==> src/rtl/dmem_axi_bridge_pkg.sv <==
// Shared types and AXI4 constants for the MEM-stage data-memory to AXI bridge.
// Holds the FSM state encoding, the size/burst/response codes and the default transaction ID.
package dmem_axi_bridge_pkg;

  typedef enum logic [2:0] {
    ST_IDLE    = 3'd0,
    ST_RD_ADDR = 3'd1,
    ST_RD_DATA = 3'd2,
    ST_WR_REQ  = 3'd3,
    ST_WR_RESP = 3'd4,
    ST_DONE    = 3'd5
  } state_e;

  localparam logic [2:0] AXI_SIZE_BYTE  = 3'd0;
  localparam logic [2:0] AXI_SIZE_HALF  = 3'd1;
  localparam logic [2:0] AXI_SIZE_WORD  = 3'd2;
  localparam logic [1:0] AXI_BURST_INCR = 2'b01;
  localparam logic [1:0] AXI_RESP_OKAY  = 2'b00;
  localparam logic [7:0] AXI_LEN_SINGLE = 8'd0;
  localparam logic [3:0] AXI_ID_DEFAULT = 4'd1;

  // Byte access is the fallback when neither width flag is set.
  function automatic logic [2:0] access_size(input logic word, input logic half);
    if (word) begin
      access_size = AXI_SIZE_WORD;
    end else if (half) begin
      access_size = AXI_SIZE_HALF;
    end else begin
      access_size = AXI_SIZE_BYTE;
    end
  endfunction

endpackage

==> src/rtl/dmem_axi_bridge.sv <==
// Uncached data-side bridge: turns one held MEM-stage request into a single-beat AXI4 read or write
// and presents a held completion until MEM consumes it. One transaction outstanding at a time.
module dmem_axi_bridge
  import dmem_axi_bridge_pkg::*;
#(
  parameter int unsigned         ADDR_W = 32,
  parameter int unsigned         DATA_W = 32,
  parameter int unsigned         ID_W   = 4,
  parameter logic [ID_W-1:0]     AXI_ID = ID_W'(AXI_ID_DEFAULT)
) (
  input  logic                clk,
  input  logic                reset,

  input  logic [ADDR_W-1:0]   addr,
  input  logic                en,
  input  logic                we,
  input  logic [DATA_W/8-1:0] wmask,
  input  logic [DATA_W-1:0]   wdata,
  input  logic                mem_word,
  input  logic                mem_halfword,
  input  logic                mem_fire,
  output logic [DATA_W-1:0]   rdata,
  output logic                rdata_valid,
  output logic                write_finish,
  output logic                bus_err,

  output logic [ID_W-1:0]     arid,
  output logic [ADDR_W-1:0]   araddr,
  output logic [2:0]          arsize,
  output logic [7:0]          arlen,
  output logic [1:0]          arburst,
  output logic                arvalid,
  input  logic                arready,

  input  logic [ID_W-1:0]     rid,
  input  logic [DATA_W-1:0]   rdata_axi,
  input  logic [1:0]          rresp,
  input  logic                rlast,
  input  logic                rvalid,
  output logic                rready,

  output logic [ID_W-1:0]     awid,
  output logic [ADDR_W-1:0]   awaddr,
  output logic [2:0]          awsize,
  output logic [7:0]          awlen,
  output logic [1:0]          awburst,
  output logic                awvalid,
  input  logic                awready,

  output logic [DATA_W-1:0]   wdata_axi,
  output logic [DATA_W/8-1:0] wstrb,
  output logic                wlast,
  output logic                wvalid,
  input  logic                wready,

  input  logic [ID_W-1:0]     bid,
  input  logic [1:0]          bresp,
  input  logic                bvalid,
  output logic                bready
);

  state_e                state_q;
  logic [ADDR_W-1:0]     addr_q;
  logic [DATA_W-1:0]     wdata_q;
  logic [DATA_W/8-1:0]   wmask_q;
  logic [2:0]            size_q;
  logic [DATA_W-1:0]     rdata_q;
  logic                  rdata_valid_q;
  logic                  write_finish_q;
  logic                  arvalid_q;
  logic                  rready_q;
  logic                  awvalid_q;
  logic                  wvalid_q;
  logic                  bready_q;
  logic                  aw_done_q;
  logic                  w_done_q;
  logic                  abandon_q;

  logic                  abandon_d;
  logic                  aw_fire;
  logic                  w_fire;
  logic                  aw_done_d;
  logic                  w_done_d;
  logic [2:0]            size_d;

  // Once MEM drops en mid-flight the request is gone; the bus side still finishes cleanly.
  assign abandon_d = abandon_q | ~en;
  assign aw_fire   = awvalid_q & awready;
  assign w_fire    = wvalid_q & wready;
  assign aw_done_d = aw_done_q | aw_fire;
  assign w_done_d  = w_done_q | w_fire;
  assign size_d    = access_size(mem_word, mem_halfword);

  always_ff @(posedge clk) begin
    if (!reset) begin
      state_q        <= ST_IDLE;
      addr_q         <= '0;
      wdata_q        <= '0;
      wmask_q        <= '0;
      size_q         <= AXI_SIZE_BYTE;
      rdata_q        <= '0;
      rdata_valid_q  <= 1'b0;
      write_finish_q <= 1'b0;
      arvalid_q      <= 1'b0;
      rready_q       <= 1'b0;
      awvalid_q      <= 1'b0;
      wvalid_q       <= 1'b0;
      bready_q       <= 1'b0;
      aw_done_q      <= 1'b0;
      w_done_q       <= 1'b0;
      abandon_q      <= 1'b0;
    end else begin
      case (state_q)
        ST_IDLE: begin
          if (en) begin
            addr_q    <= addr;
            wdata_q   <= wdata;
            wmask_q   <= wmask;
            size_q    <= size_d;
            abandon_q <= 1'b0;
            if (we) begin
              state_q   <= ST_WR_REQ;
              awvalid_q <= 1'b1;
              wvalid_q  <= 1'b1;
              aw_done_q <= 1'b0;
              w_done_q  <= 1'b0;
            end else begin
              state_q   <= ST_RD_ADDR;
              arvalid_q <= 1'b1;
            end
          end
        end

        ST_RD_ADDR: begin
          abandon_q <= abandon_d;
          if (arready) begin
            arvalid_q <= 1'b0;
            rready_q  <= 1'b1;
            state_q   <= ST_RD_DATA;
          end
        end

        ST_RD_DATA: begin
          abandon_q <= abandon_d;
          if (rvalid) begin
            rready_q <= 1'b0;
            if (abandon_d) begin
              state_q <= ST_IDLE;
            end else begin
              rdata_q       <= rdata_axi;
              rdata_valid_q <= 1'b1;
              state_q       <= ST_DONE;
            end
          end
        end

        // AW and W handshake independently; either order or both together is fine.
        ST_WR_REQ: begin
          abandon_q <= abandon_d;
          aw_done_q <= aw_done_d;
          w_done_q  <= w_done_d;
          if (aw_fire) begin
            awvalid_q <= 1'b0;
          end
          if (w_fire) begin
            wvalid_q <= 1'b0;
          end
          if (aw_done_d && w_done_d) begin
            bready_q <= 1'b1;
            state_q  <= ST_WR_RESP;
          end
        end

        ST_WR_RESP: begin
          abandon_q <= abandon_d;
          if (bvalid) begin
            bready_q <= 1'b0;
            if (abandon_d) begin
              state_q <= ST_IDLE;
            end else begin
              write_finish_q <= 1'b1;
              state_q        <= ST_DONE;
            end
          end
        end

        ST_DONE: begin
          if (mem_fire || !en) begin
            rdata_valid_q  <= 1'b0;
            write_finish_q <= 1'b0;
            state_q        <= ST_IDLE;
          end
        end

        default: begin
          state_q <= ST_IDLE;
        end
      endcase
    end
  end

  assign rdata        = rdata_q;
  assign rdata_valid  = rdata_valid_q;
  assign write_finish = write_finish_q;

  // Error flag is tied to the response handshake itself, so it lines up with the accepted beat.
  assign bus_err = reset & ((rvalid & rready_q & rresp[1]) | (bvalid & bready_q & bresp[1]));

  assign arid      = AXI_ID;
  assign araddr    = addr_q;
  assign arsize    = size_q;
  assign arlen     = AXI_LEN_SINGLE;
  assign arburst   = AXI_BURST_INCR;
  assign arvalid   = arvalid_q;
  assign rready    = rready_q;

  assign awid      = AXI_ID;
  assign awaddr    = addr_q;
  assign awsize    = size_q;
  assign awlen     = AXI_LEN_SINGLE;
  assign awburst   = AXI_BURST_INCR;
  assign awvalid   = awvalid_q;

  assign wdata_axi = wdata_q;
  assign wstrb     = wmask_q;
  assign wlast     = 1'b1;
  assign wvalid    = wvalid_q;
  assign bready    = bready_q;

  logic unused_inputs;
  assign unused_inputs = ^{rid, bid, rlast, rresp[0], bresp[0]};

endmodule

==> config.mk <==
export PLATFORM = sky130hd
export DESIGN_NAME = dmem_axi_bridge
export DESIGN_NICKNAME = d
export VERILOG_FILES = /design/src/rtl/dmem_axi_bridge_pkg.sv /design/src/rtl/dmem_axi_bridge.sv
export SDC_FILE = /design/constraint.sdc
export NUM_CORES = 1
export LEC_CHECK = 0
export BUFFER_PORTS_ARGS = -buffer_cell sky130_fd_sc_hd__buf_2
export CAP_MARGIN = 20
export CORE_MARGIN = 8
export CORE_UTILIZATION = 43
export DETAILED_ROUTE_END_ITERATION = 7
export PLACE_DENSITY = 0.91
export SLEW_MARGIN = 20
export SYNTH_ARGS = -nofsm -noshare
export SYNTH_HDL_FRONTEND = slang
export SYNTH_SLANG_ARGS = --single-unit
==> constraint.sdc <==
create_clock -name clk -period 1.55 [get_ports clk]
set_input_delay 0.31 -clock clk [delete_from_list [all_inputs] [get_ports clk]]
set_output_delay 0.31 -clock clk [all_outputs]
set_load 0.03 [all_outputs]
---- Word level (Yosys, flattened, before mapping) ----
Cells that the tools add are included.
word-level totals
  flip-flop bits (word level) ............. 116
  bits of input ports ..................... 125
  output and inout bits ................... 175
  logic and storage cells ................. 109
operators by class
  equal/unequal tests ..................... 17
  muxes and demuxes ....................... 39
  bitwise operators ....................... 13
  reductions and logical operators ........ 24
operators with widths
  kind                                                                   number
  2-bit != test, second input constant                                   12
  3-bit 2-to-1 mux                                                       7
  1-bit one-hot mux with 2 select lines                                  10
  4-bit AND reduction                                                    5
  1-bit 2-to-1 mux                                                       19
  3-bit one-hot mux with 6 select lines                                  1
  2-bit nonzero test                                                     7
  3-bit AND reduction                                                    4
  1-bit bitwise AND                                                      7
  3-bit by 2-bit equality test with 1-bit output, second input constant  2
  3-bit equality test, second input constant                             2
  6-bit AND reduction                                                    1
  2-bit 2-to-1 mux                                                       2
  1-bit bitwise OR                                                       4
  2-bit AND reduction                                                    2
  4-bit OR reduction                                                     1
  3-bit by 1-bit equality test with 1-bit output, second input constant  1
  3-bit zero test                                                        1
  1-bit inverter                                                         2
  1-bit logical AND                                                      1
  1-bit zero test                                                        1
  1-bit logical OR                                                       1

---- Logic depth before layout (Yosys ltp) ----
  depth after elaboration ................. 5
  gate-level depth with buffers ........... 6
  mapped depth without buffers ............ 4

---- Least setup slack after synthesis ----
Ideal clock, no wire load.
  path kind ............................... reg2out
  from .................................... reg bready_q (netlist: bready)
  to ...................................... out bus_err
  data arrival time ....................... 1148 ps
  data required time ...................... 1240 ps
  slack ................................... 92 ps
  cell stages (with the launch flop) ...... 3
  buffers on the path ..................... 0
  cell sequence ........................... dfxtp_1 > nand3_1 > a21oi_1
on the way
  cells in the longest elaborated chain, start to end .. 4
RTL lines
  item                            RTL line                source
  start, declared                 dmem_axi_bridge.sv:74   logic bready_q;
  start signal, assigned          dmem_axi_bridge.sv:108  bready_q <= 1'b0;
  start signal, assigned          dmem_axi_bridge.sv:169  bready_q <= 1'b1;
  start signal, assigned          dmem_axi_bridge.sv:177  bready_q <= 1'b0;
  1-bit bitwise AND (2 in a row)  dmem_axi_bridge.sv:207  assign bus_err = reset & ((rvalid & rready_q & rresp[1]) | (bvalid & bready_q & bresp[1]));
  1-bit bitwise OR                dmem_axi_bridge.sv:207
  1-bit bitwise AND               dmem_axi_bridge.sv:207
  end, declared                   dmem_axi_bridge.sv:25   output logic bus_err,
No other way between the ends.

---- Worst setup path in the final report ----
  from .................................... reg state_q[2]
  to ...................................... reg state_q[2]
on the way
  cells in the longest elaborated chain, start to end .. 3
  elaborated cells between the ends (all ways) .. 14
  those cells by class .................... eq/ne: 11; mux: 1; reduce/logical: 2
RTL lines
  item                                         RTL line                source
  start, declared                              dmem_axi_bridge.sv:62   state_e state_q;
  start signal, assigned                       dmem_axi_bridge.sv:96   state_q <= ST_IDLE;
  start signal, assigned                       dmem_axi_bridge.sv:122  state_q <= ST_WR_REQ;
  start signal, assigned                       dmem_axi_bridge.sv:128  state_q <= ST_RD_ADDR;
  3-bit equality test (tied with other cells)  dmem_axi_bridge.sv:113  case (state_q)
  2-bit != test (no source line)               -
  6-bit AND reduction (no source line)         -
Parallel ways exist; a longest one is shown, timed or not.
A chain may end at the register's enable or synchronous reset.

==> metrics.txt <==
post-synth top area share 0.486; Avg Cell Area, Syn 7.92 µm²; DIE AREA 14600 µm²; IO Count 300; Max clock buf depth 2; Area Growth Syn to Fin 37.8%; Non-Filler Instances 979; Final Hold Vio Count 0; Rows 38; IO Port Bufs 257; Critical Path End Type flop; Die Span X 121 µm; Inst Count DP 943; status finished, final reports clean; Overflow after GRT 0; crit path kind flop to flop; Initial DRC Count 258; share of layout cells above drive strength 1 0.392; P per Cell Area 1820 nW/µm²; final WL 14600 µm; fin crit share 0.967; CP Max Fanout 7; worst min path class input port to flop; Setup Skew 0.00919 ns; DR vias 4556; number of global-route vias before repair 4250; Cell Area, Synth 4740 µm²; EDFF count, synth 0; minimum clock period 1.50 ns; total power 11900 µW; max cap viols 0; CTS Hold Buffers Added 0; Clock Sinks 115; Finished Core Util 0.605; Die Height 121 µm; async set-reset flop share out of synthesis 0; final worst slack 0.0516 ns; final setup fails 0; # fillers 970; clk_lat worst skew 0.48 ns; ANT cells 0; global-route wire length before repair 21800 µm; final net count 951; drt first pass iters 4; worst hold slack 0.0620 ns; hpwl dp 10900 µm; average routed wire per standard cell 14.9 µm; sequential area share after synthesis 0.486; via/cell ratio 4.65; CTS Buf Count 17; ys flop type dfxtp_1; Netlist cell types 37; initial antenna violation count 0; Max Clk Rate 667 MHz; Synth area leader dfxtp_1; CTS tree built; residual DRC count 0; Worst Setup Start Kind flop; Routed Antenna Nets 0; RSZ-0062 raised after global routing yes; Clock transition at path regs 0.06 ns; Worst IR Drop VDD 1.12 mV; largest net degree at the start of global routing 58; flops & latches, synth 115; CTS HTree Levels 4; Critical Path RT 1.92 ns; clk root buf clkbuf_8; total track usage 0.186; Synth Warn # 0; Final Slew Violations 0; largest cells by area after synthesis dfxtp_1 (49%), nand2_1 (17%), a21oi_1 (12%), buf_4 (12%), buf_2 (1.5%); leak pwr 0.00317 µW; worst slack at placement 0.00151 ns; Placeable Area 10800 µm²; routability cong. 0.901; Worst EP arrival 1.87 ns; Post-Syn Instances 598; Starting Density 0.439
==> state kept, by name, summed over array words and instances, names as in the netlist, 2 cells and up <==
register,cells
wdata_axi,32
wstrb,4
rdata,32
state_q,3
arsize,2
araddr,32
==> power breakdown <==
| part | leakage [µW] | total [µW] | switching [µW] | internal, µW |
|---|---|---|---|---|
| clock | 0.000261 | 3550 | 1280 | 2270 |
| combinational | 0.00197 | 4550 | 3030 | 1520 |
| sequential | 0.000939 | 3760 | 315 | 3450 |
| total | 0.00317 | 11900 | 4630 | 7240 |
==> final cells by class <==
class                           count  area, µm²  area share
Inverter                            4       16.3     0.00249
Clock buffer                       21        429      0.0657
Sequential cell                   115       2310       0.353
Tap cell                          140        175      0.0268
Multi-Input combinational cell    405       1880       0.288
Clock inverter                     11        113      0.0172
Timing Repair Buffer              283       1610       0.246
==> repair_timing <==
action	4_1_cts	5_1_grt
endpoints found under the hold margin	0	0
cloned	1	0
setup buffers	3	0
gates resized for setup	5	15
endpoints found under the setup margin	2	75
pin swaps	2	2
==> synthesized netlist by cell type, types with 2 or more instances <==
library cell / n
a21boi_0: 2
a21o_1: 2
a21oi_1: 111
buf_2: 14
buf_4: 73
buf_6: 4
clkbuf_1: 12
conb_1: 2
dfxtp_1: 115
inv_1: 4
mux2i_1: 2
nand2_1: 215
nand3_1: 3
nand3b_1: 2
nor2_1: 7
nor2b_1: 2
nor3_1: 4
o211ai_1: 2
o21ai_0: 2
or3_1: 2
or3b_1: 2
==> cell families after synthesis <==
family | synth area share
simple gates | 0.207
compound gates | 0.147
flops | 0.486
buf+inv | 0.153
mux | 0.00423
other cells | 0.00158
fa+ha+maj | 0.00211
==> through the flow <==
stage	TNS [ns]	instance area [µm²]
2_1_floorplan	0	4850
3_3_place_gp	0	5870
3_5_place_dp	0	5870
4_1_cts	0	6480
5_1_grt	-0.125	6530
6_report	0	6530
==> cell usage in the layout, fill, tap and decap left out, types with 3 or more instances in the layout <==
cell type / netlist / final
buf_2: 14 / 256
clkbuf_1: 12 / 4
a21oi_2: 0 / 4
clkinv_2: 0 / 7
nor2_1: 7 / 7
conb_1: 2 / 31
buf_12: 0 / 7
dfxtp_2: 0 / 3
buf_6: 4 / 4
buf_4: 73 / 15
dfxtp_1: 115 / 112
clkbuf_16: 0 / 16
a21oi_1: 111 / 107
clkinvlp_4: 0 / 3
nand2_1: 215 / 213
inv_1: 4 / 3
==> metal layers <==
metal	part of all wire	global-route usage	routed length (µm)
met5	0	0	0
met4	0.017	0.0664	250
met3	0.083	0.0563	1220
met2	0.54	0.338	7850
met1	0.36	0.198	5300
==> worst paths after layout <==
check / endpoint / slack [ns] / depth (start not counted) / start
hold / removal: wdata_axi[2]$_SDFFE_PN0P_ / 0.06 / 3 / wdata[2]
hold reg to reg: rdata[13]$_SDFFE_PN0P_ / 0.45 / 2 / rdata[13]$_SDFFE_PN0P_
setup / recovery: state_q[2]$_SDFFE_PN0P_ / 0.05 / 5 / state_q[2]$_SDFFE_PN0P_
setup reg to reg: state_q[2]$_SDFFE_PN0P_ / 0.05 / 5 / state_q[2]$_SDFFE_PN0P_
==> critical path, cell delays in order (launching register included) <==
cell and delay (ns):
dfxtp_1 0.37, buf_4 0.18, and3b_1 0.23, a21boi_1 0.28, nor3_2 0.09, o221a_1 0.24
Power figures use the tool's default switching activity.
